<file path="src/rtl/dsp_mac_sequencer_pkg.sv">
`default_nettype none
// ============================================================================
// Module   : dsp_mac_sequencer_pkg
// Brief    : Shared state encoding and slice timing constants for the
//            DSP MAC sequencer.
// Revision : 1.0 - initial release
// ============================================================================
package dsp_mac_sequencer_pkg;

    typedef enum logic [1:0] {
        ST_IDLE  = 2'd0,
        ST_RUN   = 2'd1,
        ST_DRAIN = 2'd2,
        ST_DONE  = 2'd3
    } state_t;

    localparam int unsigned MAC_LATENCY  = 3;
    // Operand register stage plus slice latency.
    localparam int unsigned DRAIN_CYCLES = MAC_LATENCY + 1;

endpackage
`default_nettype wire

</file>
<file path="src/rtl/dsp_mac_sequencer.sv">
`default_nettype none
// ============================================================================
// Module   : dsp_mac_sequencer
// Brief    : Streams dot-product jobs into a pipelined MAC slice and returns
//            the per-job accumulator delta on a valid/ready result port.
// Revision : 1.0 - initial release
// ============================================================================
module dsp_mac_sequencer
    import dsp_mac_sequencer_pkg::*;
#(
    parameter int WIDTH_OP1 = 18,
    parameter int WIDTH_OP2 = 18,
    parameter int WIDTH_OUT = 48,
    parameter int CNT_W     = 16
) (
    input  logic                 CLK,
    input  logic                 RSTN,
    input  logic                 CMD_VALID,
    output logic                 CMD_READY,
    input  logic [CNT_W-1:0]     CMD_LEN,
    input  logic                 IN_VALID,
    output logic                 IN_READY,
    input  logic [WIDTH_OP1-1:0] IN_A,
    input  logic [WIDTH_OP2-1:0] IN_B,
    output logic                 RES_VALID,
    input  logic                 RES_READY,
    output logic [WIDTH_OUT-1:0] RES_DATA,
    output logic                 BUSY,
    output logic                 MAC_EN,
    output logic                 MAC_ACC_EN,
    output logic [WIDTH_OP1-1:0] MAC_OP1,
    output logic [WIDTH_OP2-1:0] MAC_OP2,
    input  logic [WIDTH_OUT-1:0] MAC_OUT
);

    localparam logic [CNT_W-1:0] C_DRAIN_LOAD = CNT_W'(DRAIN_CYCLES - 1);
    localparam logic [CNT_W-1:0] C_CNT_ONE    = CNT_W'(1);

    state_t                 r_state;
    state_t                 w_state_nxt;
    logic [CNT_W-1:0]       r_cnt;
    logic [WIDTH_OUT-1:0]   r_base;
    logic [WIDTH_OUT-1:0]   r_res;
    logic [WIDTH_OP1-1:0]   r_op1;
    logic [WIDTH_OP2-1:0]   r_op2;
    logic                   r_acc_en;
    logic                   r_mac_en;

    logic                   w_cmd_ready;
    logic                   w_in_ready;
    logic                   w_res_valid;
    logic                   w_cmd_hs;
    logic                   w_in_hs;
    logic                   w_res_hs;
    logic                   w_cnt_last;
    logic                   w_drain_done;

    always_comb begin
        w_state_nxt  = r_state;
        // r_mac_en doubles as "out of reset" so CMD_READY stays low in reset.
        w_cmd_ready  = (r_state == ST_IDLE) && r_mac_en;
        w_in_ready   = (r_state == ST_RUN);
        w_res_valid  = (r_state == ST_DONE);
        w_cmd_hs     = CMD_VALID && w_cmd_ready;
        w_in_hs      = IN_VALID && w_in_ready;
        w_res_hs     = RES_READY && w_res_valid;
        w_cnt_last   = (r_cnt == C_CNT_ONE);
        w_drain_done = (r_cnt == '0);

        unique case (r_state)
            ST_IDLE: begin
                if (w_cmd_hs) begin
                    w_state_nxt = (CMD_LEN == '0) ? ST_DONE : ST_RUN;
                end
            end
            ST_RUN: begin
                if (w_in_hs && w_cnt_last) begin
                    w_state_nxt = ST_DRAIN;
                end
            end
            ST_DRAIN: begin
                if (w_drain_done) begin
                    w_state_nxt = ST_DONE;
                end
            end
            ST_DONE: begin
                if (w_res_hs) begin
                    w_state_nxt = ST_IDLE;
                end
            end
            default: w_state_nxt = ST_IDLE;
        endcase
    end

    always_ff @(posedge CLK) begin
        if (!RSTN) begin
            r_state  <= ST_IDLE;
            r_cnt    <= '0;
            r_base   <= '0;
            r_res    <= '0;
            r_op1    <= '0;
            r_op2    <= '0;
            r_acc_en <= 1'b0;
            r_mac_en <= 1'b0;
        end else begin
            r_state  <= w_state_nxt;
            r_mac_en <= 1'b1;
            r_acc_en <= w_in_hs;
            r_op1    <= w_in_hs ? IN_A : '0;
            r_op2    <= w_in_hs ? IN_B : '0;

            unique case (r_state)
                ST_IDLE: begin
                    if (w_cmd_hs) begin
                        r_cnt <= CMD_LEN;
                        if (CMD_LEN == '0) begin
                            r_res <= '0;
                        end
                    end
                end
                ST_RUN: begin
                    if (w_in_hs) begin
                        // Counter is reused as the drain timer once the last pair is in.
                        r_cnt <= w_cnt_last ? C_DRAIN_LOAD : r_cnt - C_CNT_ONE;
                    end
                end
                ST_DRAIN: begin
                    if (w_drain_done) begin
                        r_res  <= MAC_OUT - r_base;
                        r_base <= MAC_OUT;
                    end else begin
                        r_cnt  <= r_cnt - C_CNT_ONE;
                    end
                end
                default: begin
                end
            endcase
        end
    end

    assign CMD_READY  = w_cmd_ready;
    assign IN_READY   = w_in_ready;
    assign RES_VALID  = w_res_valid;
    assign RES_DATA   = r_res;
    assign BUSY       = (r_state != ST_IDLE);
    assign MAC_EN     = r_mac_en;
    assign MAC_ACC_EN = r_acc_en;
    assign MAC_OP1    = r_op1;
    assign MAC_OP2    = r_op2;

endmodule
`default_nettype wire

</file>
<file path="config.mk">
export PLATFORM = sky130hd
export DESIGN_NAME = dsp_mac_sequencer
export DESIGN_NICKNAME = d
export VERILOG_FILES = /design/src/rtl/dsp_mac_sequencer_pkg.sv /design/src/rtl/dsp_mac_sequencer.sv
export SDC_FILE = /design/constraint.sdc
export NUM_CORES = 1
export LEC_CHECK = 0
export CORE_UTILIZATION = 35
export DETAILED_ROUTE_END_ITERATION = 6
export PLACE_DENSITY_LB_ADDON = 0.1
export SYNTH_ARGS = -nofsm -noshare
export SYNTH_HDL_FRONTEND = slang
export SYNTH_SLANG_ARGS = --single-unit
</file>
<file path="constraint.sdc">
create_clock -name CLK -period 3 [get_ports CLK]
set_input_delay 0.3 -clock CLK [delete_from_list [all_inputs] [get_ports CLK]]
set_output_delay 0.3 -clock CLK [all_outputs]
set_load 0.05 [all_outputs]
</file>
==> results by group <==
Outcome
  • Status: finished clean

Die
  • Initial Util: 35.9%
  • Chip height: 158 um
  • Core box area: 0.0237 sq mm
  • Rows: 56
  • Chip Width: 158 um
  • I/O pin cnt: between 150 and 200
  • Die ar.: 0.0249 sq mm

Global route
  • First-pass GRT wire length: 39300 um
  • Number of global-route vias before repair: 7670
  • All-Layer GR Usage: 20.3%
  • Grt total ovfl: 0
  • Largest net degree at the start of global routing: 50
  • Initial antenna violation count: 0

Critical path
  • CP endpoint kind: flip-flop
  • Type of the worst setup path: input port to flip-flop
  • Req. time, crit path: 3.32 ns
  • CP arrival: 3.19 ns
  • Critical Path Start Type: input port
  • CP max FO: 3

Route
  • DRT iter0 DRCs: about 380
  • Routed WL: approximately 25000 um
  • Drt wl/cell: around 15 um
  • DRC: 0
  • Metal-1 WL: around 12000 um
  • Routed wl met3: between 1000 and 1500 um
  • Met2 WL post-DR: ~12000 um
  • DR pass1 iterations: 5
  • Final ANT Viol Nets: 0
  • Vias/cell: 4.91
  • DR vias: 8110
  • DR top layer: met4

Logic synthesis
  • Syn Inst Count: 1053
  • Synth Register Bits: 152
  • Async S/R FF share, synth: 0%
  • Yosys cell types: 71
  • Area leader, netlist: dfxtp_1
  • Post-synth EDFFs: 0
  • Syn Area/Cell: between 8 and 9 sq um
  • YS warnings: 0
  • Share of the synthesized area in the top cell type: a little over a third
  • Net Count, Synth: 1212
  • Seq/Total Area, Yosys: 35.7%
  • Area contributors post-synth: dfxtp_1 36%, ha_1 7.8%, nand2_1 7.3%
  • Main synth FF type: dfxtp_1
  • Synthesized area: 0.00851 sq mm

Pwr
  • Leak: 4.55 nW
  • Worst vdd ir: around 0.00033 V
  • Total Power: 6.04 mW
  • Pwr per Cell Area: 496 mW/mm^2

Clock network
  • Worst-Skew Late Latency: 0.44 ns
  • CTS Root Cell: clkbuf_16
  • CTS Hold Buffers Added: 0
  • H-tree depth: 4
  • Clock slew at reported path FFs: roughly 0.08 ns
  • Clk sinks: 152
  • Max clock buf depth: 2
  • Inserted Clock Buffers: 17
  • CTS tree: built

Placement
  • Final GP Congestion: 0.863
  • Dpl cells: roughly 1.6k
  • I/O Buffers: 194
  • DP Wirelength: approximately 19000 um

Finish
  • Layout Nets: approximately 1.5k
  • Area growth, synth to finish: 43.1%
  • Layout cells sized above 1: about an eighth
  • Post-route insts no fill: 1653
  • Final core occ: 51.4%
  • Antenna diodes: 0

Job
  • Max-cap violations: 0

Timing
  • Minimum clock period: 2.87 ns
  • Slew Limit Fails: 0
  • Final setup vio count: 0
  • Slew margin rel.: around 63%
  • RSZ-0062 raised after global routing: true
  • Setup TNS Final: 0 ns
  • Hold Vio Cnt, Final: 0
  • Fmax: 349 MHz
  • Clk_skew: 0.0145 ns
  • Least-Margin Pin Slew: between 0.5 and 0.6 ns
  • Final worst path period share: between 90 and 100%

Min path
  • Hold Path Class: input port to flip-flop
[what timing repair did]
action                     CTS  global route
pin swaps                    0             8
setup endpoints to repair    1            13
gates resized for setup      2            19
buffers inserted             0             1
[power breakdown]
group / internal [mW] / total (mW) / switching [mW] / leakage, nW
combinational: 0.713 / 1.64 / 0.923 / 3.02
clock: 1.14 / 2.22 / 1.08 / 0.300
sequential: 2.11 / 2.18 / 0.0769 / 1.23
total: 3.96 / 6.04 / 2.08 / 4.55
[per-layer routing]
metal	track usage, %	vias to the layer above
met5	0	-
met4	6.32	0
met3	3.53	25
met2	33.7	172
met1	26.6	3746
li1	-	4167
[layout make-up]
| class | count | area (sq um) |
|---|---|---|
| fill | 2370 | 11500 |
| clock buffer | 17 | 425 |
| sequential | 152 | 3040 |
| multi-input combinational | 772 | 5070 |
| tap | 319 | 399 |
| inverter | 80 | 300 |
| timing repair buffer | 298 | 2740 |
| clock inverter | 15 | 199 |
[state kept, by name, summed over array words and instances (netlist names)]
register,flops
RES_DATA,48
r_base,48
MAC_OP1,18
MAC_OP2,18
r_cnt,16
r_state,2
MAC_ACC_EN,1
MAC_EN,1
[logic make-up after synthesis]
kind of cell    count (synthesis)  synth area share [%]
simple gates                  361                  20.5
compound gates                312                  25.1
flops                         152                  35.7
buf+inv                       129                  5.85
fa+ha+maj                      54                  8.03
xor+xnor                       41                  4.22
mux                             4                 0.529
[final timing paths]
check | start | endpoint | slack, ns | cells past startpoint
worst max-delay path | MAC_OUT[0] | RES_DATA[46]$_SDFFE_PN0P_ | 0.13 | 16
worst min-delay path | RSTN | r_base[0]$_SDFFE_PN0P_ | 0.33 | 2
worst max register to register | r_base[20]$_SDFFE_PN0P_ | RES_DATA[39]$_SDFFE_PN0P_ | 0.15 | 12
worst min register to register | RES_DATA[33]$_SDFFE_PN0P_ | RES_DATA[33]$_SDFFE_PN0P_ | 0.46 | 2
[worst max-delay path: stages]
cell	delay, ns
clkdlybuf4s50_1	0.47
inv_1	0.05
ha_1	0.20
inv_1	0.07
fa_2	0.23
a21oi_4	0.07
o22ai_2	0.20
a221oi_4	0.13
buf_4	0.16
nor4_2	0.25
o21ai_1	0.09
buf_4	0.15
a311oi_2	0.25
o21ai_1	0.13
a21o_1	0.19
a32o_1	0.24
[cells in the final DEF (no fill, tap or decap), types with 6 or more instances in the layout]
| cell | n |
|---|---|
| o211ai_1 | 7 |
| ha_1 | 52 |
| xor2_1 | 13 |
| a21o_1 | 14 |
| buf_4 | 102 |
| o21bai_1 | 12 |
| a22oi_1 | 35 |
| clkinv_8 | 7 |
| inv_1 | 79 |
| dfxtp_1 | 151 |
| clkdlybuf4s50_1 | 193 |
| o21a_1 | 8 |
| and2_1 | 45 |
| nand4_1 | 9 |
| a21oi_1 | 58 |
| nand2_1 | 165 |
| nor2_1 | 41 |
| o21ai_1 | 7 |
| o21ai_0 | 62 |
| nor3_1 | 15 |
| o2bb2ai_1 | 6 |
| clkbuf_16 | 17 |
| nand3_1 | 13 |
| nor2b_1 | 40 |
| xnor2_1 | 28 |
| a21boi_0 | 52 |
[cell usage after synthesis, types with 35 or more instances]
cell        n
nand2_1   165
ha_1       53
nor2_1     42
o21ai_0    67
nor2b_1    40
a21boi_0   52
and2_1     45
clkbuf_1   38
inv_1      79
a21oi_1    61
a22oi_1    35
dfxtp_1   152
[metrics by stage]
| stage | area (sq um) | setup slack (ns) | hold slack (ns) |
|---|---|---|---|
| after floorplan | 8510 | 0.297 | 0.328 |
| after global placement | 11500 | -0.409 | 0.438 |
| after detailed placement | 11500 | -0.450 | 0.446 |
| after CTS | 12100 | 0.0191 | 0.337 |
| after global routing | 12200 | -0.0499 | 0.354 |
| final | 12200 | 0.132 | 0.327 |
(Power assumes the default switching activity.)
